--- src/rtl/motor_ramp_ctrl.sv ---
// motor_ramp_ctrl: slew-limited motor drive command with dead-time on
// direction reversal and Hall-edge stall detection.
// Optional feature macro: MOTOR_HALL_CHECK_EN. When defined, it enables the
// invalid Hall code check (3'b000 / 3'b111), which drives hall_err.
//
// state     | meaning
// ----------+-----------------------------------------------------------
// IDLE      | no drive; waits for a non-zero target
// RAMP_UP   | slewing; one magnitude step per prescaler tick toward goal
// HOLD      | drive equals target
// RAMP_DOWN | slewing toward a lower magnitude, or toward 0 to reverse
// DEAD      | zero-drive coast before a direction reversal
// STALL     | drive removed after stall/Hall fault; waits for stall_clr
module motor_ramp_ctrl #(
  parameter int RAMP_DIV     = 1000,
  parameter int DEAD_CYCLES  = 5000,
  parameter int STALL_CYCLES = 2000000
) (
  input  logic       clk,
  input  logic       rst,
  input  logic [7:0] target,
  input  logic       target_valid,
  input  logic       h1,
  input  logic       h2,
  input  logic       h3,
  input  logic       stall_clr,
  output logic [7:0] cmd,
  output logic       busy,
  output logic       stalled,
  output logic       hall_err
);

  localparam int PW = $clog2(RAMP_DIV);
  localparam int DW = (DEAD_CYCLES > 1) ? $clog2(DEAD_CYCLES) : 1;
  localparam int SW = $clog2(STALL_CYCLES);
  localparam logic [PW-1:0] PRESC_MAX = PW'(RAMP_DIV - 1);
  localparam logic [DW-1:0] DEAD_LOAD = DW'(DEAD_CYCLES - 1);
  localparam logic [SW-1:0] STALL_MAX = SW'(STALL_CYCLES - 1);

  typedef enum logic [2:0] {IDLE, RAMP_UP, HOLD, RAMP_DOWN, DEAD, STALL} state_t;

  state_t        state;
  state_t        settle_state;
  logic          tgt_dir, cur_dir;
  logic [6:0]    tgt_mag, cur_mag;
  logic [6:0]    goal, step_mag, end_mag;
  logic          keep_dir, reverse, tick;
  logic [PW-1:0] presc;
  logic [DW-1:0] dead_cnt;
  logic [SW-1:0] stall_cnt;
  logic [2:0]    hall_s1, hall_s2, hall_prev;
  logic          hall_edge, stall_hit, hall_fault;

  // A zero-magnitude target means "stop": its direction bit never forces a reversal.
  assign keep_dir  = (tgt_mag == 7'd0) || (tgt_dir == cur_dir);
  assign reverse   = (tgt_mag != 7'd0) && (tgt_dir != cur_dir);
  assign goal      = keep_dir ? tgt_mag : 7'd0;
  assign step_mag  = (goal > cur_mag) ? cur_mag + 7'd1 : cur_mag - 7'd1;
  assign end_mag   = (cur_mag == goal) ? cur_mag : step_mag;
  assign tick      = (presc == PRESC_MAX);
  assign hall_edge = (hall_s2 != hall_prev);
  assign stall_hit = !hall_edge && (cur_mag != 7'd0) && (stall_cnt == STALL_MAX);

  // Where a ramp comes to rest once it reaches its goal.
  always_comb begin
    settle_state = HOLD;
    if (end_mag == 7'd0) settle_state = reverse ? DEAD : IDLE;
  end

  // Two-flop Hall synchronizer plus previous code for edge detection.
  always_ff @(posedge clk) begin
    if (rst) begin
      hall_s1   <= 3'b000;
      hall_s2   <= 3'b000;
      hall_prev <= 3'b000;
    end else begin
      hall_s1   <= {h3, h2, h1};
      hall_s2   <= hall_s1;
      hall_prev <= hall_s2;
    end
  end

  // Free-running ramp step prescaler.
  always_ff @(posedge clk) begin
    if (rst || tick) presc <= '0;
    else             presc <= presc + PW'(1);
  end

  // Cycles since the last Hall edge while the motor is being driven.
  always_ff @(posedge clk) begin
    if (rst || hall_edge || cur_mag == 7'd0 || stall_hit) stall_cnt <= '0;
    else                                                  stall_cnt <= stall_cnt + SW'(1);
  end

`ifdef MOTOR_HALL_CHECK_EN
  logic code_bad, bad_q, err_q;
  assign code_bad   = (hall_s2 == 3'b000) || (hall_s2 == 3'b111);
  assign hall_fault = code_bad && bad_q && (cur_mag != 7'd0) && (state != STALL);
  assign hall_err   = err_q;

  // Invalid code must persist two synchronized cycles before it is a fault.
  always_ff @(posedge clk) begin
    if (rst) begin
      bad_q <= 1'b0;
      err_q <= 1'b0;
    end else begin
      bad_q <= code_bad;
      if (hall_fault)                    err_q <= 1'b1;
      else if (state == STALL && stall_clr) err_q <= 1'b0;
    end
  end
`else
  assign hall_fault = 1'b0;
  assign hall_err   = 1'b0;
`endif

  // Main sequencer: target latch, ramping, dead time and stall handling.
  always_ff @(posedge clk) begin
    if (rst) begin
      state    <= IDLE;
      tgt_dir  <= 1'b0;
      tgt_mag  <= 7'd0;
      cur_dir  <= 1'b0;
      cur_mag  <= 7'd0;
      dead_cnt <= '0;
    end else begin
      if (target_valid && state != STALL) begin
        tgt_dir <= target[7];
        tgt_mag <= target[6:0];
      end
      if (state != STALL && (stall_hit || hall_fault)) begin
        state   <= STALL;
        cur_mag <= 7'd0;
        tgt_mag <= 7'd0;
      end else begin
        case (state)
          IDLE: begin
            if (tgt_mag != 7'd0) begin
              cur_dir <= tgt_dir;
              state   <= RAMP_UP;
            end
          end
          RAMP_UP, RAMP_DOWN: begin
            dead_cnt <= DEAD_LOAD;
            if (cur_mag == goal) begin
              state <= settle_state;
            end else if (tick) begin
              cur_mag <= step_mag;
              if (step_mag == goal) state <= settle_state;
              else                  state <= (goal > step_mag) ? RAMP_UP : RAMP_DOWN;
            end else begin
              state <= (goal > cur_mag) ? RAMP_UP : RAMP_DOWN;
            end
          end
          HOLD: begin
            if (goal > cur_mag)      state <= RAMP_UP;
            else if (goal < cur_mag) state <= RAMP_DOWN;
          end
          DEAD: begin
            if (dead_cnt == '0) begin
              cur_dir <= tgt_dir;
              state   <= (tgt_mag != 7'd0) ? RAMP_UP : IDLE;
            end else begin
              dead_cnt <= dead_cnt - DW'(1);
            end
          end
          STALL: begin
            if (stall_clr) state <= IDLE;
          end
          default: state <= IDLE;
        endcase
      end
    end
  end

  assign cmd     = (cur_mag == 7'd0) ? 8'h00 : {cur_dir, cur_mag};
  assign busy    = (state == RAMP_UP) || (state == RAMP_DOWN) || (state == DEAD);
  assign stalled = (state == STALL);

endmodule

--- config.mk ---
export PLATFORM = sky130hd
export DESIGN_NAME = motor_ramp_ctrl
export DESIGN_NICKNAME = d
export VERILOG_FILES = /design/src/rtl/motor_ramp_ctrl.sv
export SDC_FILE = /design/constraint.sdc
export NUM_CORES = 1
export LEC_CHECK = 0
export ABC_AREA = 1
export BUFFER_PORTS_ARGS = -buffer_cell sky130_fd_sc_hd__buf_2
export CORE_MARGIN = 4
export CORE_UTILIZATION = 55
export DETAILED_ROUTE_END_ITERATION = 7
export GPL_ROUTABILITY_DRIVEN = 0
export PLACE_DENSITY = 0.78
export SKIP_CTS_REPAIR_TIMING = 1
export SYNTH_ARGS = -nofsm -noshare
export SYNTH_HDL_FRONTEND = slang
export SYNTH_SLANG_ARGS = --single-unit
--- constraint.sdc ---
create_clock -name clk -period 4.05 [get_ports clk]
set_input_delay 0 -clock clk [delete_from_list [all_inputs] [get_ports clk]]
set_output_delay 0 -clock clk [all_outputs]
set_load 0.005 [all_outputs]
==> results.md, run 1 <==
- The run finished, with violations left.
- The checks that failed: negative hold slack, negative setup slack.
- The timing endpoint of the critical path is state[2]$_SDFFE_PP0P_.
- The worst register-to-register path ends at state[2]$_SDFFE_PP0P_.
- Clock tree synthesis selected as its root buffer the cell clkbuf_8.
- The net switching power of the design is ~600 uW.
- Entering global routing, the biggest net connects 24 pins.
- At the pin with the least slew margin, the transition time is 0.655 ns.
- The worst clock skew is about 0.011 ns.
- Global routing finished with a remaining overflow of 0.
- Sequential cells were found to cover 35.5% of the synthesized design area.
- In this run, the combinational gates consume 27.9% of the power.
- The count of max-cap constraint violations is 0.
- The most frequent cell on the critical path is nand2_2.
- The worst register-to-register path has a setup slack of -0.18 ns.
- The static leakage is roughly 0.0021 uW.
- The final clock period utilization by the worst path is 105%.
- In the final routed layout, each cell accounts on average for between 10 and 15 um.
- A synthesized cell averages 7.24 um^2.
- The sequential cell fraction of total power is approximately two fifths.
- The delay of the slowest critical-path stage is approximately 0.34 ns.
- The post-route core utilization is between 60 and 70%.
- The die outline area is approximately 8800 um^2.
- The estimated wirelength of the detail-placed design is 6410 um.
- In the synthesized netlist the async set-or-reset flop fraction comes to 0%.
- The initial antenna violation count came to 0.
- The number of antenna-violating nets in the routed design is 0.
- The routed layout has 3796 vias.
- Synthesis produced 561 cells.
- The CTS buffer count is 9.
- The fraction of power consumed by the clock network is 31.7%.
- STA classifies the critical path endpoint as a register.
- Yosys printed 0 warnings.
- For the worst setup path, the data required time is between 4 and 5 ns.
- The overall fraction of global-route tracks in use is 20.8%.
- The placement-stage cell area is 4400 um^2.
- The prevailing post-synth register cell is dfxtp_1.
- The synthesized design contains 0 enable-type register cells.
- Counting every net in the synthesized netlist gives between 500 and 600.
- The synthesized netlist occupies a cell area of slightly above 4000 um^2.
- The count of buffers added on input and output ports is 24.
- The clock passes through at most 2 buffers.
- Subtracting the final worst setup slack from the clock period gives 4.23 ns.
- The worst hold margin is -0.0118 ns.
- The worst-case IR drop observed on VDD is 0.000221 V.
- The floorplan has 31 rows.
- Setup repair after global routing could not meet its margin everywhere.
- The cell with the largest stage delay on the worst path is fa_2.
- The startpoint of the worst register-to-register path is tgt_mag[6]$_SDFFE_PP0P_.
- After detailed routing, the total wire length is 9530 um.
- The leading cell type in the layout, fill and taps excluded is nand2_1.
- The synthesized design contains 72 register bits.
- After clock tree synthesis, the clock-pin slew on the worst setup and hold paths is about 0.070 ns.
- The first element of the critical path is tgt_mag[6]$_SDFFE_PP0P_.
- The path category of the worst min-delay check is input pin to register.
- TritonCTS built the clock tree.
- The total number of nets in the final design is 655.
- The number of cells traversed by the worst register-to-register path is 36.
- The power per cell area is ~380 nW/um^2.
- The latest clock arrival within the worst-skew pair is 0.35 ns.
- The number of hold violations in the final report is 3.
- The standard cell core area is between 7000 and 8000 um^2.
- CTS built an H-tree with a depth of 3.
- The critical path launch point type is a register.
- Pin placement for this block handled 26 I/O pins.
- In the layout the commonest cells are 78 x nand2_1, 74 x nor2_1, 70 x inv_1, 67 x dfxtp_1, 44 x a21oi_1.
- Internal power comes to 1300 uW.
- After detailed routing, the number of vias per cell comes to roughly 5.3.
- The number of antenna repair diodes is 0.
- The floorplan die height is 93.9 um.
- The final design instance area without fill is 4960 um^2.
- The number of distinct library cells after synthesis is 44.
- The first-pass detailed-route iteration total is 4.
- The number of global-route vias before repair is between 3k and 4k.
- Once the floorplan was initialized, standard cells occupied a little under three fifths of the core.
- The worst pin sits at a relative slew slack of 56.2%.
- The path type of the worst setup path is register to register.
- The final count of pins violating max slew is 0.
- The area growth from synthesis to layout is 22.2%.
- The die is about 94 um wide.
- The first-pass GRT wire length is 14800 um.
- In the routed design, unresolved DRC markers number 0.
- Derived from the worst setup path, the maximum achievable clock frequency is 236 MHz.
- Net switching is 31.5% of the power.
- In the post-route analysis, the smallest setup slack over all paths is -0.183 ns.
- The clock drives 72 sinks.
- Setup violations remaining at the end of the flow were counted as 3.
- The maximum fanout count along the critical path is 5.
- The ratio of cells with drive above 1 in the final layout is about 25%.
- Data arrives at the worst endpoint at between 4 and 5 ns.
- In this run, the number of DRC markers left after iteration 0 of detailed routing was between 100 and 150.
==> cells by family (layout without fill, tap and decap cells) <==
| group | Yosys count | in the layout | synth area share [%] |
|---|---|---|---|
| AOI/OAI and AO/OA | 83 | 83 | 11.5 |
| xor gates and xnor gates | 23 | 23 | 4.96 |
| adders and majority gates | 22 | 22 | 6.97 |
| buffers and inverters | 100 | 160 | 9.59 |
| DFF | 72 | 72 | 35.5 |
| other | 1 | 1 | 0.0924 |
| and+or+nand+nor | 260 | 260 | 31.4 |
==> critical path, delay by kind of cell, from the launching register on <==
kind,cells,cell delay [ns]
AO/OA/AOI/OAI,5,0.53
adder cells (fa/ha/maj),3,0.83
buffers and inverters,6,0.42
AND/OR/NAND/NOR,22,2.06
flip-flops,1,0.33
==> metal layers <==
metal / share of wire (%) / track usage (%)
met1: 40 / 22.8
met5: 0 / 0
met2: 52 / 38.1
met4: 3.7 / 9.39
met3: 4.3 / 4.49
==> worst min path at each step <==
stage,cells past startpoint,to,start,slack (ns)
3_3_place_gp,3,hall_s1[1]$_SDFF_PP0_,h2,0.21
2_1_floorplan,1,dead_cnt[4]$_SDFFE_PP0P_,rst,0.07
5_1_grt,3,tgt_mag[5]$_SDFFE_PP0P_,target_valid,0.004
3_5_place_dp,3,hall_s1[1]$_SDFF_PP0_,h2,0.22
6_report,3,tgt_mag[4]$_SDFFE_PP0P_,target_valid,-0.01
4_1_cts,3,hall_s1[1]$_SDFF_PP0_,h2,-0.15
==> state kept, by name, summed over array words and instances (netlist names) <==
register   flops
hall_prev      3
cur_mag        7
tgt_mag        7
hall_s2        3
stall_cnt     21
cur_dir        1
hall_s1        3
tgt_dir        1
dead_cnt      13
state          3
presc         10
==> synth_stat cells, types with 3 or more instances <==
cell      number  area share (%)
inv_1         76             7.0
nand2_2        8             1.2
xnor2_1        7             1.5
nand4_1       16             2.5
ha_1          21             6.5
nand3_1       24             3.0
nand2_1       87             8.0
clkbuf_1      11             1.0
xor2_1        16             3.5
dfxtp_1       72              36
o21ai_1        5            0.62
buf_4          3            0.55
nor2_1        85             7.9
nor4_1         3            0.46
inv_2          7            0.65
nor3b_1        4            0.74
a21oi_1       48             5.9
nor2_4         6             1.7
o21ai_0       13             1.6
nor3_1         8            0.99
nand3_2        6             1.5
a211oi_1       5            0.92
==> metrics by stage <==
step / std cells / total power (uW) / setup WS, ns / hold WS [ns] / TNS [ns]
floorplan: 561 / 1090 / 0.0351 / 0.0691 / 0
global placement: 690 / 1200 / -0.0238 / 0.209 / -0.0379
detailed placement: 690 / 1220 / -0.217 / 0.218 / -0.524
CTS: 704 / 1820 / -0.224 / -0.153 / -0.550
global route: 720 / 2000 / -0.453 / 0.00394 / -1.23
finish: 720 / 1900 / -0.183 / -0.0118 / -0.378
==> power by group through the flow <==
stage               clock (uW)  sequential [uW]  combinational [uW]
detailed placement           0              780                 437
floorplan                    0              776                 311
global placement             0              780                 417
global route               646              772                 584
CTS                        618              764                 439
finish                     602              767                 530
==> final cells by class <==
class	instances	area, um^2
Multi-Input combinational cell	389	2420
Tap cell	99	124
Sequential cell	72	1450
Fill cell	594	2260
Inverter	83	317
Clock inverter	5	83.8
Clock buffer	9	124
Timing Repair Buffer	63	440
Power figures use the tool's default switching activity.
==> inputs of run 2 (changes only) <==
--- a/config.mk
+++ b/config.mk
@@ -11,7 +11,9 @@
 export CORE_UTILIZATION = 55
 export DETAILED_ROUTE_END_ITERATION = 7
 export GPL_ROUTABILITY_DRIVEN = 0
+export HOLD_SLACK_MARGIN = 0.03
 export PLACE_DENSITY = 0.78
+export SETUP_SLACK_MARGIN = 0.02
 export SKIP_CTS_REPAIR_TIMING = 1
 export SYNTH_ARGS = -nofsm -noshare
 export SYNTH_HDL_FRONTEND = slang
==> run 2 against run 1 <==
The flow finishes with violations (negative setup slack). Maximum frequency up 0.38%. Via count grew 1.2%. Critical path type unchanged. Critical path depth unchanged. Sequential share of layout area fell by 0.41 points. Wire length up 3.2%. Utilization up 0.97 points. Largest power group unchanged. Highest routed layer unchanged. Sequential cell count did not move.
==> results.md, run 2 (same netlist as run 1, synthesis figures left out) <==
- The checks that failed: negative setup slack.
- The starting DRC count in detailed routing is 187 (+55%).
- The number of cells traversed by the worst register-to-register path is 36 (unchanged).
- The count of max-cap constraint violations is 0 (unchanged).
- The static leakage is 0.00214 uW (+0.91%).
- The number of setup violations in the final report came to 3 (unchanged).
- The final clock period utilization by the worst path is 104% (-0.39 points).
- The average wire per cell in the routed design came to 13.5 um (+2.2%).
- The aggregate global routing overflow is 0 (unchanged).
- The CTS clock-pin slew for the worst setup and hold paths is 0.08 ns (about the same).
- Counting flops per register, the top entry is stall_cnt.
- The library cell used most frequently in the layout, excluding fill and tap cells, is nand2_1.
- The arrival time at the worst endpoint came to 4.50 ns (about the same).
- The final count of pins violating max slew was 0 (unchanged).
- The maximum frequency from static timing analysis is 237 MHz (+0.38%).
- The first-pass detailed-route iteration total is 6 (+2).
- The largest net degree at the start of global routing was 24 (unchanged).
- The worst clock skew is 0.0118 ns (+0.00115 ns).
- The number of antenna repair diodes is 0 (unchanged).
- The pre-CTS worst setup slack is -0.217 ns (unchanged).
- The estimated wirelength of the detail-placed design is 6410 um (unchanged).
- The number of flip-flops in the largest register is 21 (unchanged).
- The path type of the worst setup path is register to register.
- The number of cell rows is 31 (unchanged).
- The via density per instance came to 5.28 (+0.21%).
- The run finished, with violations left.
- The area taken by multi-input logic gates came to 2420 um^2 (unchanged).
- The path with the worst hold slack has its endpoint at tgt_dir$_SDFFE_PP0P_.
- The ratio of cells with drive above 1 in the final layout is 24.4% (-0.27 points).
- The total via count in the routed design is 3841 (+1.2%).
- The worst setup path is launched from a register.
- The path category of the worst min-delay check is input pin to register.
- In the final layout, the registers with the most flip-flops are stall_cnt: 21 flops, dead_cnt: 13 flops, presc: 10 flops.
- The count of pins on the block boundary was 26 (unchanged).
- The start point of the worst hold path is target_valid.
- The initial antenna violation count came to 0 (unchanged).
- The power per cell area is 381 nW/um^2 (-0.54%).
- The maximum ir drop on the vdd rail is 0.000221 V (about the same).
- The standard cell core area is 7210 um^2 (unchanged).
- The count of buffers inserted at the top-level ports came to 24 (unchanged).
- The cell that appears most often on the critical path is nand2_2.
- The floorplan die height is 93.9 um (unchanged).
- The number of fill cells is 581 (-2.2%).
- The slack of the worst reg-to-reg path is -0.17 ns (+0.02 ns).
- The time the final worst path needs with I/O delays and setup is 4.22 ns (-0.0159 ns).
- The first-pass GRT wire length came to 14800 um (unchanged).
- The placement-stage cell area came to 4400 um^2 (unchanged).
- Setup repair after global routing could not meet its margin everywhere.
- The storage element area is 1450 um^2 (unchanged).
- The width of the die is 93.9 um (unchanged).
- The buffer cell driving the clock tree root is clkbuf_8.
- The maximum fanout count along the critical path was 5 (unchanged).
- The total number of nets in the final design is 662 (+1.1%).
- The number of cells on the worst hold path is 3 (unchanged).
- The post-detailed-routing wire length is 9830 um (+3.2%).
- From synthesis to final layout, the design area changed by 23.9%.
- The sink count of the clock tree is 72 (unchanged).
- The final design instance area without fill came to 5030 um^2 (+1.4%).
- The final critical-path setup slack is -0.167 ns (+0.0159 ns).
- The endpoint identified for the worst register-to-register timing path is state[2]$_SDFFE_PP0P_.
- The number of antenna-violating nets in the routed design is 0 (unchanged).
- The die outline area is 8820 um^2 (unchanged).
- The largest buffer count on any clock path was 2 (unchanged).
- In the layout the commonest cells are 78 x nand2_1, 74 x nor2_1, 70 x inv_1, 67 x dfxtp_1, 44 x a21oi_1.
- The clock tree from TritonCTS is built.
- The H-tree depth came to 3 (unchanged).
- The total design power is 1920 uW (+0.87%).
- The delay of the slowest critical-path stage is 0.34 ns (about the same).
- The required arrival time at the worst endpoint was 4.33 ns (about the same).
- The overall fraction of global-route tracks in use is 20.8% (unchanged).
- The slowest stage of the critical path belongs to the cell fa_2.
- The startpoint of the worst register-to-register path is tgt_mag[3]$_SDFFE_PP0P_.
- The endpoint kind of the worst setup timing path is a register.
- The remaining design rule violation count was 0 (unchanged).
- The CTS buffer count is 9 (unchanged).
- The transition time at the pin with the least slew margin is 0.670 ns (+0.0145 ns).
- The number of global-route vias before repair is 3577 (unchanged).
- The effective utilization at floorplan was 56.3% (unchanged).
- The tightest slew margin relative to the limit is 55.2% (-0.97 points).
- The number of hold violations in the final report is 0 (-3).
- The latest clock arrival within the worst-skew pair is 0.35 ns (about the same).
## run 2: cell types whose count changed in the layout (fill, tap and decap cells not counted), sizes merged
cell	change
dlygate4sd3	+7
## run 2: critical path, delay by kind of cell (launching register included)
family	cells	cell delay, ns
AO/OA/AOI/OAI	5	0.53
flip-flops	1	0.33
adder cells (fa/ha/maj)	3	0.82
buffers and inverters	6	0.40
AND/OR/NAND/NOR	22	2.09
## run 2: layout make-up
class | count | area share [%]
Timing Repair Buffer | 70 | 10.2
Clock inverter | 5 | 1.67
Inverter | 83 | 6.30
Clock buffer | 9 | 2.46
Tap cell | 99 | 2.46
Sequential cell | 72 | 28.8
Multi-Input combinational cell | 389 | 48.2
## run 2: worst max-delay path by stage
stage	start	depth (start not counted)	slack (ns)	endpoint
CTS	tgt_dir$_SDFFE_PP0P_	32	-0.22	state[2]$_SDFFE_PP0P_
finish	tgt_mag[3]$_SDFFE_PP0P_	36	-0.17	state[2]$_SDFFE_PP0P_
detailed placement	tgt_dir$_SDFFE_PP0P_	32	-0.22	state[2]$_SDFFE_PP0P_
global route	tgt_mag[3]$_SDFFE_PP0P_	36	-0.45	state[2]$_SDFFE_PP0P_
global placement	tgt_dir$_SDFFE_PP0P_	32	-0.02	state[2]$_SDFFE_PP0P_
floorplan	tgt_dir$_SDFFE_PP0P_	34	0.04	state[2]$_SDFFE_PP0P_
## run 2: per-layer routing
layer	track usage, %	wire [um]	vias to the layer above
met5	0	0	-
met4	9.39	366	0
met3	4.49	345	34
met2	38.1	5140	86
met1	22.8	3970	1796
li1	-	-	1925
## run 2: power breakdown
part	total, uW	switching (uW)	internal, uW
clock network	610	269	341
registers	769	28.2	740
logic	538	314	225
## run 2: metrics by stage
step	utilization [%]	TNS (ns)	cells	hold WS (ns)
5_1_grt	69.7	-1.27	727	0.0541
2_1_floorplan	-	0	561	0.0691
6_report	69.7	-0.407	727	0.0330
3_3_place_gp	61.0	-0.0379	690	0.209
4_1_cts	63.9	-0.550	704	-0.153
3_5_place_dp	61.0	-0.524	690	0.218
==> inputs of run 3 (changes only) <==
--- a/config.mk
+++ b/config.mk
@@ -8,11 +8,14 @@
 export ABC_AREA = 1
 export BUFFER_PORTS_ARGS = -buffer_cell sky130_fd_sc_hd__buf_2
 export CORE_MARGIN = 4
-export CORE_UTILIZATION = 55
+export CORE_UTILIZATION = 57
+export CTS_BUF_LIST = sky130_fd_sc_hd__clkbuf_4 sky130_fd_sc_hd__clkbuf_8
+export CTS_CLUSTER_SIZE = 10
 export DETAILED_ROUTE_END_ITERATION = 7
 export GPL_ROUTABILITY_DRIVEN = 0
 export HOLD_SLACK_MARGIN = 0.03
-export PLACE_DENSITY = 0.78
+export MAX_ROUTING_LAYER = met4
+export PLACE_DENSITY = 0.81
 export SETUP_SLACK_MARGIN = 0.02
 export SKIP_CTS_REPAIR_TIMING = 1
 export SYNTH_ARGS = -nofsm -noshare
==> run 3 against run 2 <==
The flow still finishes with violations (negative setup slack). Combinational power is 2% lower. Non-clock buffer count down 3. Sequential cell count did not move. Via count is 0.83% higher. First-iteration DRC count grew 32%. Global-route usage up 0.90 points. Utilization rose by 1.7 points. Worst setup slack got worse by 0.31 ns. Register-to-register slack worse by 0.31 ns. Hold slack better by 0.015 ns. Largest cell class unchanged. Highest routed layer unchanged.
==> results.md, run 3 (same netlist as run 1, synthesis figures left out) <==
- The run finished, with violations left.
- The checks that failed: negative setup slack.
- The capture point of the worst reg-to-reg path is state[2]$_SDFFE_PP0P_.
- The total via count in the routed design came to 3873 (+0.83%).
- Leaving out fill and tap cells, the most frequent cell in the layout is nand2_1.
- The final critical-path setup slack was -0.473 ns (-0.306 ns).
- The aggregate global routing overflow came to 0 (unchanged).
- The register name with the most flops is stall_cnt.
- The most frequent cell on the critical path is nand2_2.
- The storage element area was 1440 um^2 (-0.35%).
- The setup path with the least slack is of type register to register.
- The arrival time at the worst endpoint is 4.80 ns (+0.30 ns).
- The final clock period utilization by the worst path is 112% (+7.6 points).
- The count of pins on the block boundary was 26 (unchanged).
- The number of hold violations in the final report was 0 (unchanged).
- The sum of negative setup slack is -1.34 ns (-0.932 ns).
- The number of setup violations in the final report came to 3 (unchanged).
- The start point of the worst hold path is target_valid.
- The overall fraction of global-route tracks in use is 21.7% (+0.90 points).
- Setup repair after global routing could not meet its margin everywhere.
- The ratio of cells with drive above 1 in the final layout is 22.6% (-1.8 points).
- The post-detailed-routing wire length was 9950 um (+1.2%).
- The required arrival time at the worst endpoint is 4.33 ns (about the same).
- The first-pass GRT wire length is 14900 um (+0.70%).
- The startpoint identified for the worst register-to-register timing path is tgt_mag[1]$_SDFFE_PP0P_.
- The total number of nets in the final design is 659 (-0.45%).
- The maximum ir drop on the vdd rail came to 0.000229 V (+3.6%).
- The estimated wirelength of the detail-placed design is 6330 um (-1.2%).
- The slack of the worst reg-to-reg path was -0.47 ns (-0.31 ns).
- The combined buffer and inverter count along the critical path is 3 (-3).
- In this design, the largest share of critical-path delay is due to simple AND/OR/NAND/NOR gates.
- The delay of the slowest critical-path stage came to 0.34 ns (about the same).
- The count of max-cap constraint violations is 0 (unchanged).
- The worst clock skew was 0.0138 ns (+0.00194 ns).
- The remaining design rule violation count came to 0 (unchanged).
- The sink count of the clock tree was 72 (unchanged).
- The latest clock arrival within the worst-skew pair is 0.34 ns (about the same).
- The die outline area is 8530 um^2 (-3.2%).
- The number of cells on the worst hold path came to 3 (unchanged).
- The power per cell area is 372 nW/um^2 (-2.4%).
- The CTS buffer count was 9 (unchanged).
- The number of cells traversed by the worst register-to-register path came to 33 (-8.3%).
- The final count of pins violating max slew is 0 (unchanged).
- The floorplan die height is 92.4 um (-1.6%).
- The first-pass detailed-route iteration total is 5 (-1).
- The CTS clock-pin slew for the worst setup and hold paths is 0.08 ns (about the same).
- The number of global-route vias before repair is 3482 (-2.7%).
- The number of fill cells was 522 (-10%).
- The transition time at the pin with the least slew margin is 0.627 ns (-0.0427 ns).
- The number of antenna repair diodes came to 0 (unchanged).
- The area growth from synthesis to layout is 20.8%.
- The end point of the most critical hold path is tgt_dir$_SDFFE_PP0P_.
- The pre-CTS worst setup slack was -0.237 ns (-0.0203 ns).
- In the final layout, the registers with the most flip-flops are stall_cnt: 21 flops, dead_cnt: 13 flops, presc: 10 flops.
- The non-filler instance count after layout is 721 (-0.83%).
- The starting DRC count in detailed routing was 247 (+32%).
- The tightest min-delay check is of the input pin to register type.
- The maximum fanout count along the critical path came to 7 (+2).
- The average wire per cell in the routed design came to 13.8 um (+2.1%).
- The largest buffer count on any clock path is 2 (unchanged).
- The placed instance count is 686 (-0.58%).
- The time the final worst path needs with I/O delays and setup is 4.52 ns (+0.306 ns).
- The standard cell core area is 6870 um^2 (-4.8%).
- The tightest slew margin relative to the limit is 58.1% (+2.9 points).
- The worst hold margin is 0.0475 ns (+0.0145 ns).
- The top cell types in the final layout, fill and taps aside, are 77 x nand2_1, 74 x nor2_1, 71 x inv_1, 71 x dfxtp_1, 46 x a21oi_1.
- The number of antenna-violating nets in the routed design is 0 (unchanged).
- The number of flip-flops in the largest register came to 21 (unchanged).
- TritonCTS built the clock tree.
- The effective utilization at floorplan was 59.1% (+2.8 points).
- The count of buffers inserted at the top-level ports came to 24 (unchanged).
- The critical path launch point type is a register.
- The initial antenna violation count is 0 (unchanged).
- The maximum frequency from static timing analysis came to 221 MHz (-6.8%).
- The static leakage is 0.00212 uW (-1.0%).
- The post-route core utilization is 71.4% (+1.7 points).
- The area taken by multi-input logic gates was 2360 um^2 (-2.5%).
- The width of the die was 92.4 um (-1.6%).
- The H-tree depth is 3 (unchanged).
- The endpoint kind of the worst setup timing path is a register.
- The via density per instance is 5.37 (+1.7%).
- The largest net degree at the start of global routing is 24 (unchanged).
- The buffer cell driving the clock tree root is clkbuf_8.
- The number of cell rows is 30 (-3.2%).
- On the critical path, the stage with the largest delay is an instance of dfxtp_1.
[run 3: changes by cell type in the layout (fill, tap and decap cells not counted), sizes merged]
cell,before,now
dlygate4sd3,18,16
buf,52,51
bufinv,2,1
clkbuf,9,10
clkinvlp,2,1
inv,82,83
[run 3: final cells by class]
class,instances,area share [%]
multi-input cells,389,48.2
flip-flops and latches,72,29.4
repair buffers,67,9.85
inverters,83,6.46
clock buffers,10,2.68
well taps,96,2.45
clock inverters,4,0.970
[run 3: routing by layer]
| layer | up-vias | share of wire, % | GRT usage [%] | wire length, um |
|---|---|---|---|---|
| li1 | 1922 | - | - | - |
| met1 | 1753 | 39 | 24.8 | 3890 |
| met2 | 154 | 51 | 37.1 | 5040 |
| met3 | 44 | 5.8 | 4.79 | 575 |
| met4 | 0 | 4.4 | 8.42 | 439 |
| met5 | - | 0 | - | 0 |
[run 3: power by group]
group | internal, uW | switching (uW)
Clock | 282 | 248
Sequential | 740 | 28.6
Combinational | 219 | 306
Total | 1240 | 583
[run 3: through the flow]
step                power [uW]  cell area, um^2
floorplan                 1090             4060
global placement          1190             4390
detailed placement        1200             4390
CTS                       1730             4570
global route              1920             4900
finish                    1820             4900
[run 3: worst register-to-register path: cells and delay by family (launching register included)]
kind	cells	cell delay [ns]
fa+ha+maj	3	0.77
compound gates	4	0.62
simple gates	23	2.49
buf+inv	3	0.22
flops	1	0.34
[run 3: worst max path at each step]
stage,cells after the start,slack [ns],start,endpoint
finish,33,-0.47,tgt_mag[1]$_SDFFE_PP0P_,state[2]$_SDFFE_PP0P_
global route,33,-0.69,tgt_mag[1]$_SDFFE_PP0P_,state[2]$_SDFFE_PP0P_
CTS,36,-0.36,tgt_mag[1]$_SDFFE_PP0P_,state[2]$_SDFFE_PP0P_
detailed placement,36,-0.24,tgt_mag[1]$_SDFFE_PP0P_,state[2]$_SDFFE_PP0P_
global placement,32,-0.02,tgt_dir$_SDFFE_PP0P_,state[2]$_SDFFE_PP0P_
floorplan,34,0.04,tgt_dir$_SDFFE_PP0P_,state[2]$_SDFFE_PP0P_
